## config.mk

```make
export PLATFORM = sky130hd
export DESIGN_NAME = pdc_lane
export DESIGN_NICKNAME = d
export VERILOG_FILES = /design/src/rtl/pdc_pkg.sv /design/src/rtl/pdc_lane.sv
export SDC_FILE = /design/constraint.sdc
export NUM_CORES = 1
export LEC_CHECK = 0
export ABC_AREA = 1
export CORE_ASPECT_RATIO = 0.75
export CORE_MARGIN = 1
export CORE_UTILIZATION = 49
export DETAILED_ROUTE_END_ITERATION = 8
export GPL_ROUTABILITY_DRIVEN = 0
export HOLD_SLACK_MARGIN = 0.05
export PLACE_DENSITY_LB_ADDON = 0.25
export SYNTH_ARGS = -nofsm -noshare
export SYNTH_HDL_FRONTEND = slang
export SYNTH_SLANG_ARGS = --single-unit
export TNS_END_PERCENT = 5
```

## constraint.sdc

```tcl
create_clock -name clk -period 1.76 [get_ports clk]
set_input_delay 0.352 -clock clk [delete_from_list [all_inputs] [get_ports clk]]
set_output_delay 0.352 -clock clk [all_outputs]
set_load 0.01 [all_outputs]
```

## src/rtl/pdc_pkg.sv

```systemverilog
// Shared types and helpers for the path delay checker: lane state, event record,
// default counter width and the saturating increment used by every lane.
package pdc_pkg;

  localparam int unsigned CW_DEF = 8;

  typedef enum logic {
    IDLE   = 1'b0,
    TIMING = 1'b1
  } lane_state_t;

  // Record is sized for the default counter width.
  typedef struct packed {
    logic [CW_DEF-1:0] delay;
    logic              late;
    logic              spur;
  } ev_rec_t;

  function automatic logic [31:0] sat_inc(input logic [31:0] cnt, input int unsigned cw);
    logic [31:0] max_v;
    max_v = (cw >= 32) ? '1 : ((32'd1 << cw) - 32'd1);
    return (cnt >= max_v) ? max_v : cnt + 32'd1;
  endfunction

endpackage

```

## src/rtl/pdc_lane.sv

```systemverilog
// One measurement lane: times stimulus-to-response latency for a single response
// bit and holds at most one pending event, flagging drops as overflow.
module pdc_lane
  import pdc_pkg::*;
#(
  parameter int unsigned CW = CW_DEF
) (
  input  logic          clk,
  input  logic          reset,
  input  logic          stim_chg_i,
  input  logic          resp_chg_i,
  input  logic [CW-1:0] limit_i,
  input  logic          accept_i,
  output logic          pending_o,
  output ev_rec_t       rec_o,
  output logic          ovf_o
);

  lane_state_t   state_q, state_d;
  logic [CW-1:0] cnt_q, cnt_d;
  logic          pending_q, pending_d;
  ev_rec_t       rec_q, rec_d;
  logic          ovf_q, ovf_d;
  logic [CW-1:0] delay;

  // NOTE: every variable gets its default first so no path leaves one unassigned (no latches).
  always_comb begin
    state_d   = state_q;
    cnt_d     = cnt_q;
    pending_d = pending_q;
    rec_d     = rec_q;
    ovf_d     = ovf_q;
    delay     = '0;

    if (stim_chg_i) begin
      state_d = TIMING;
      cnt_d   = CW'(1);
    end else if (state_q == TIMING) begin
      cnt_d = CW'(sat_inc(32'(cnt_q), CW));
    end

    if (!stim_chg_i && state_q == TIMING) delay = cnt_q;

    if (accept_i) pending_d = 1'b0;

    // A change arriving while the slot is occupied and not draining is dropped.
    if (resp_chg_i) begin
      if (pending_q && !accept_i) begin
        ovf_d = 1'b1;
      end else begin
        pending_d   = 1'b1;
        rec_d.delay = CW_DEF'(delay);
        rec_d.late  = (delay > limit_i);
        rec_d.spur  = !stim_chg_i && (state_q == IDLE);
      end
    end
  end

  // NOTE: sequential state uses non-blocking assignments so all flops update together.
  always_ff @(posedge clk) begin
    if (reset) begin
      state_q   <= IDLE;
      cnt_q     <= '0;
      pending_q <= 1'b0;
      rec_q     <= '0;
      ovf_q     <= 1'b0;
    end else begin
      state_q   <= state_d;
      cnt_q     <= cnt_d;
      pending_q <= pending_d;
      rec_q     <= rec_d;
      ovf_q     <= ovf_d;
    end
  end

  assign pending_o = pending_q;
  assign rec_o     = rec_q;
  assign ovf_o     = ovf_q;

endmodule

```

==> Word level (Yosys, flattened, before mapping) <==
Index checks and enable logic that the tools add are counted.
{ "totals": {"register_bits": 21, "latch_bits": 0, "ramBits": 0, "romBits": 0, "input_bits": 13, "output_inout_bits": 12, "wordCells": 29, "memories": 0} }
{ "op_classes": {"add_sub_neg": 1, "mul": 0, "div": 0, "n_lt_le_gt_ge": 2, "eq_ne": 0, "n_shift": 0, "mux": 7, "n_bitwise": 2, "reduce_logical": 9} }
{ "ops": {"columns": ["operator", "count"], "rows": [
  ["2-to-1 mux 8 bit", 2],
  ["adder 8 x 1 -> 8 bit, second input constant", 1],
  ["greater-or-equal comparator 8 bit, second input constant", 1],
  ["greater-than comparator 8 bit", 1],
  ["2-to-1 mux 1 bit", 5],
  ["AND reduction 2 bit", 2],
  ["logical AND 1 bit", 3],
  ["logical NOT 1 bit", 2],
  ["inverter 1 bit", 2],
  ["nonzero test 2 bit", 1],
  ["OR reduction 2 bit", 1]
]} }

==> Longest topological paths before layout <==
{ "logic_depth": {"word_depth": 4, "ltp_mapped": 14, "mapped_depth_nobuf": 14} }

==> Worst setup path after synthesis <==
OpenSTA, ideal clock, no wires.
{ "synth_path": {"kind": "register to register", "start": "register state_q", "end": "register rec_q, in the netlist rec_o[1]", "setup_ps": 130, "arrival_ps": 1343, "t_required_ps": 1630, "setup_slack_ps": 286, "stages_incl_launch_ff": 15, "path_buffers": 1, "synth_period_minus_slack_ps": 1474, "path_cell_list": "dfxtp_1 > buf_4 > nand2_2 > inv_1 > nand2_1 > inv_1 > ha_1 > nand2_1 > nand2_1 > nand2_1 > nand2_1 > nand2_1 > nand2_1 > nand2_1 > a21oi_1"} }
{ "synth_between": {"elab_chain_len": 3} }
{ "synth_rtl": {"columns": ["item", "line_no", "rtl"], "rows": [
  ["start, declared", "pdc_lane.sv:19", "lane_state_t state_q, state_d;"],
  ["start signal, assigned", "pdc_lane.sv:68", "state_q <= state_d;"],
  ["logical AND 1 bit", "pdc_lane.sv:42", "if (!stim_chg_i && state_q == TIMING) delay = cnt_q;"],
  ["2-to-1 mux 8 bit", "pdc_lane.sv:42", null],
  ["via delay[1]", "pdc_lane.sv:24", "logic [CW-1:0] delay;"],
  ["greater-than comparator 8 bit", "pdc_lane.sv:53", "rec_d.late = (delay > limit_i);"],
  ["end signal, assigned", "pdc_lane.sv:71", "rec_q <= rec_d;"],
  ["end, declared", "pdc_lane.sv:22", "ev_rec_t rec_q, rec_d;"]
]} }
The timed path passes the listed nets, and every way through them passes these cells.
A chain may end at the register's enable or synchronous reset.

==> Worst setup path in the final report <==
{ "layout_path": {"start": "register rec_q, in the netlist rec_o[1]", "end": "output rec_o[1] (netlist name)"} }
{ "layout_rtl": {"columns": ["item", "line_no", "rtl"], "rows": [
  ["end, declared", "pdc_lane.sv:15", "output ev_rec_t rec_o,"]
]} }
No word-level cell between the ends.

==> results_dict.tcl <==
set metrics [dict create \
    status "finished, final reports clean" \
    finalPower_uw 889 \
    r2r_start "state_q" \
    worst_setup_path_end_kind "output port" \
    slowest_delay_ns 0.55 \
    crit_end "rec_o[1]" \
    holdBufCountCts 0 \
    tritoncts "done" \
    die-height_um 44.1 \
    cts_buffer_depth 2 \
    wire_per_inst_um 11.2 \
    placementRows 14 \
    ys_seq_elements 21 \
    power_leakage_uw 0.000720 \
    path_class "reg -> out" \
    max_freq_mhz 631 \
    clk-insertion-delay-late_ns 0.31 \
    synthMuxAreaShare_pct 0 \
    min_path_type "in -> reg" \
    syn_avg_cell_area_um2 7.01 \
    grt_pass1_vias 1028 \
    io_buffer_count 24 \
    rrSetupSlack_ns 0.18 \
    ff2ff_path_depth 9 \
    crit_chain "clkdlybuf4s50_1" \
    cap_viol_max_count 0 \
    numCtsBuffers 3 \
    tightest_slew_ns 0.325 \
    num_antenna_cells 0 \
    mostFrequentLayoutCells "31 x nand2_1, 26 x nor2_1, 25 x inv_1" \
    fin_crit_sh_pct 90.1 \
    routed_via_density 4.74 \
    antenna_found_initial 0 \
    area_growth_pct 34.5 \
    finalNetCount 225 \
    mappedNetlistArea_um2 1160 \
    crit_slowest_cell "clkdlybuf4s50_1" \
    wirelength_um 2630 \
    cp.arrival_ns 1.23 \
    synth.distinct_cells 23 \
    min_period_ns 1.59 \
    grt_max_degree 12 \
    final_antenna_net_count 0 \
    synthCells 165 \
    rsz0062_at_grt "no" \
    cp_max_fo 2 \
    dp_hpwl_um 2060 \
    setup_viol 0 \
    cts_sinks 21 \
    route.vias.total 1110 \
    dieArea_um2 2560 \
    gr-total-overflow 0 \
    clk_pin_slew_ns 0.13 \
    yosys.area_share.simple_pct 28.9 \
    synthesis.nets 187 \
    io_pins 25 \
    start_util_pct 54.6 \
    first_pass_iters 4 \
    critPathRequiredTime_ns 1.41 \
    p_per_area_nw_per_um2 571 \
    cp.buffers_inverters 1 \
    path_delay_family "buffers and inverters" \
    grt_pass1_wl_um 4280 \
    slew_headroom_pct 78.3 \
    synth_compound_area_share_pct 12.5 \
    ys_warn_count 0 \
    core_um2 2120 \
    synth_top_family_by_area "simple AND/OR/NAND/NOR gates" \
    n_fill_cell 170 \
    crit_start "rec_o[1]" \
    first_iter_violations 33 \
    synth_fa_ha_area_share_pct 9.73 \
    hold_viol_final 0 \
    hold_slack_ns 0.436 \
    slew_violations 0 \
    ir_worst_vdd_mv 0.497 \
    worstSetupStartpointType "register" \
    finClkSkew_ns 0.00980 \
    drive_gt1_share_pct 16.3 \
    cts-root-buf "clkbuf_4" \
    post-route-drc-count 0 \
    crit_cells 1 \
    final_common_cell "nand2_1" \
    die_w_um 58.1 \
    reg2reg_to "rec_o[1]" \
    grt_use_total_pct 22.3 \
    synth-xor-area-share_pct 1.51 \
    synth_seq_area_share_pct 36.3 \
    cts_htree_levels 1 \
]
==> cell type report <==
type                       count  area [um2]  share of cell area (%)
tap                           32        40.0                    2.57
multi-input combinational    112         627                    40.3
sequential                    21         422                    27.1
clock buffer                   4        26.3                    1.69
inverter                      29         109                    6.99
timing repair buffer          36         333                    21.4
==> stage by stage <==
stage	setup slack, ns	instances	setup TNS (ns)	instance area, um2	utilization [%]
after global routing	0.0675	234	0	1560	73.4
after global placement	-0.181	229	-0.181	1500	70.8
after detailed placement	-0.253	229	-0.253	1500	70.8
after CTS	0.0207	233	0	1530	72.1
final	0.174	234	0	1560	73.4
after floorplan	0.286	165	0	1160	-
==> layer usage <==
metal	global-route usage [%]	vias to the layer above	routed length (um)
met4	5.24	0	13
met5	0	-	0
met1	29.7	496	1340
met3	6.14	2	139
li1	-	588	-
met2	36.6	24	1140
==> sequential cells by signal (all words and copies together) (netlist names) <==
register and count:
pending_o 1, cnt_q 8, rec_o 10, ovf_o 1, state_q 1
==> where the power goes <==
group	internal (uW)	switching [uW]	leakage, uW
Clock	88.6	154	0.0000150
Combinational	73.4	70.5	0.000533
Sequential	490	11.8	0.000171
Total	652	237	0.000720
==> cells by family after synthesis <==
family / count (synthesis)
AND/OR/NAND/NOR: 74
buffers and inverters: 32
adder cells (fa/ha/maj): 9
flip-flops: 21
AO/OA/AOI/OAI: 27
XOR/XNOR: 2
==> worst min-delay path by stage <==
stage / startpoint / end / slack, ns / depth (start not counted)
2_1_floorplan: cnt_q[2] / cnt_q[2] / 0.47 / 2
3_3_place_gp: ovf_o / ovf_o / 0.45 / 1
3_5_place_dp: ovf_o / ovf_o / 0.45 / 1
4_1_cts: rec_o[8] / rec_o[8] / 0.47 / 2
5_1_grt: stim_chg_i / state_q / 0.43 / 4
6_report: stim_chg_i / state_q / 0.44 / 4
==> synthesized netlist by cell type <==
cell,n,area [um2]
inv_1,26,97.6
ha_1,9,113
nand2_2,5,31.3
nand3_1,2,10.0
buf_4,2,15.0
o31ai_1,1,7.51
nor3_2,1,10.0
o21a_1,1,7.51
nand2_1,31,116
inv_2,3,11.3
nor3_1,3,15.0
xor2_1,2,17.5
nand3_4,1,17.5
clkbuf_1,1,3.75
nor3_4,1,16.3
nor2_1,28,105
o21ai_0,6,30.0
a21o_1,1,7.51
nor2_2,2,12.5
a21oi_1,14,70.1
o21ai_1,2,10.0
a31oi_1,2,12.5
dfxtp_1,21,420
==> what timing repair did <==
action	in CTS	in global routing
hold endpoints to repair	0	0
resized for setup	0	6
endpoints found under the setup margin	0	1
buffers inserted	0	1
(Power assumes the default switching activity.)
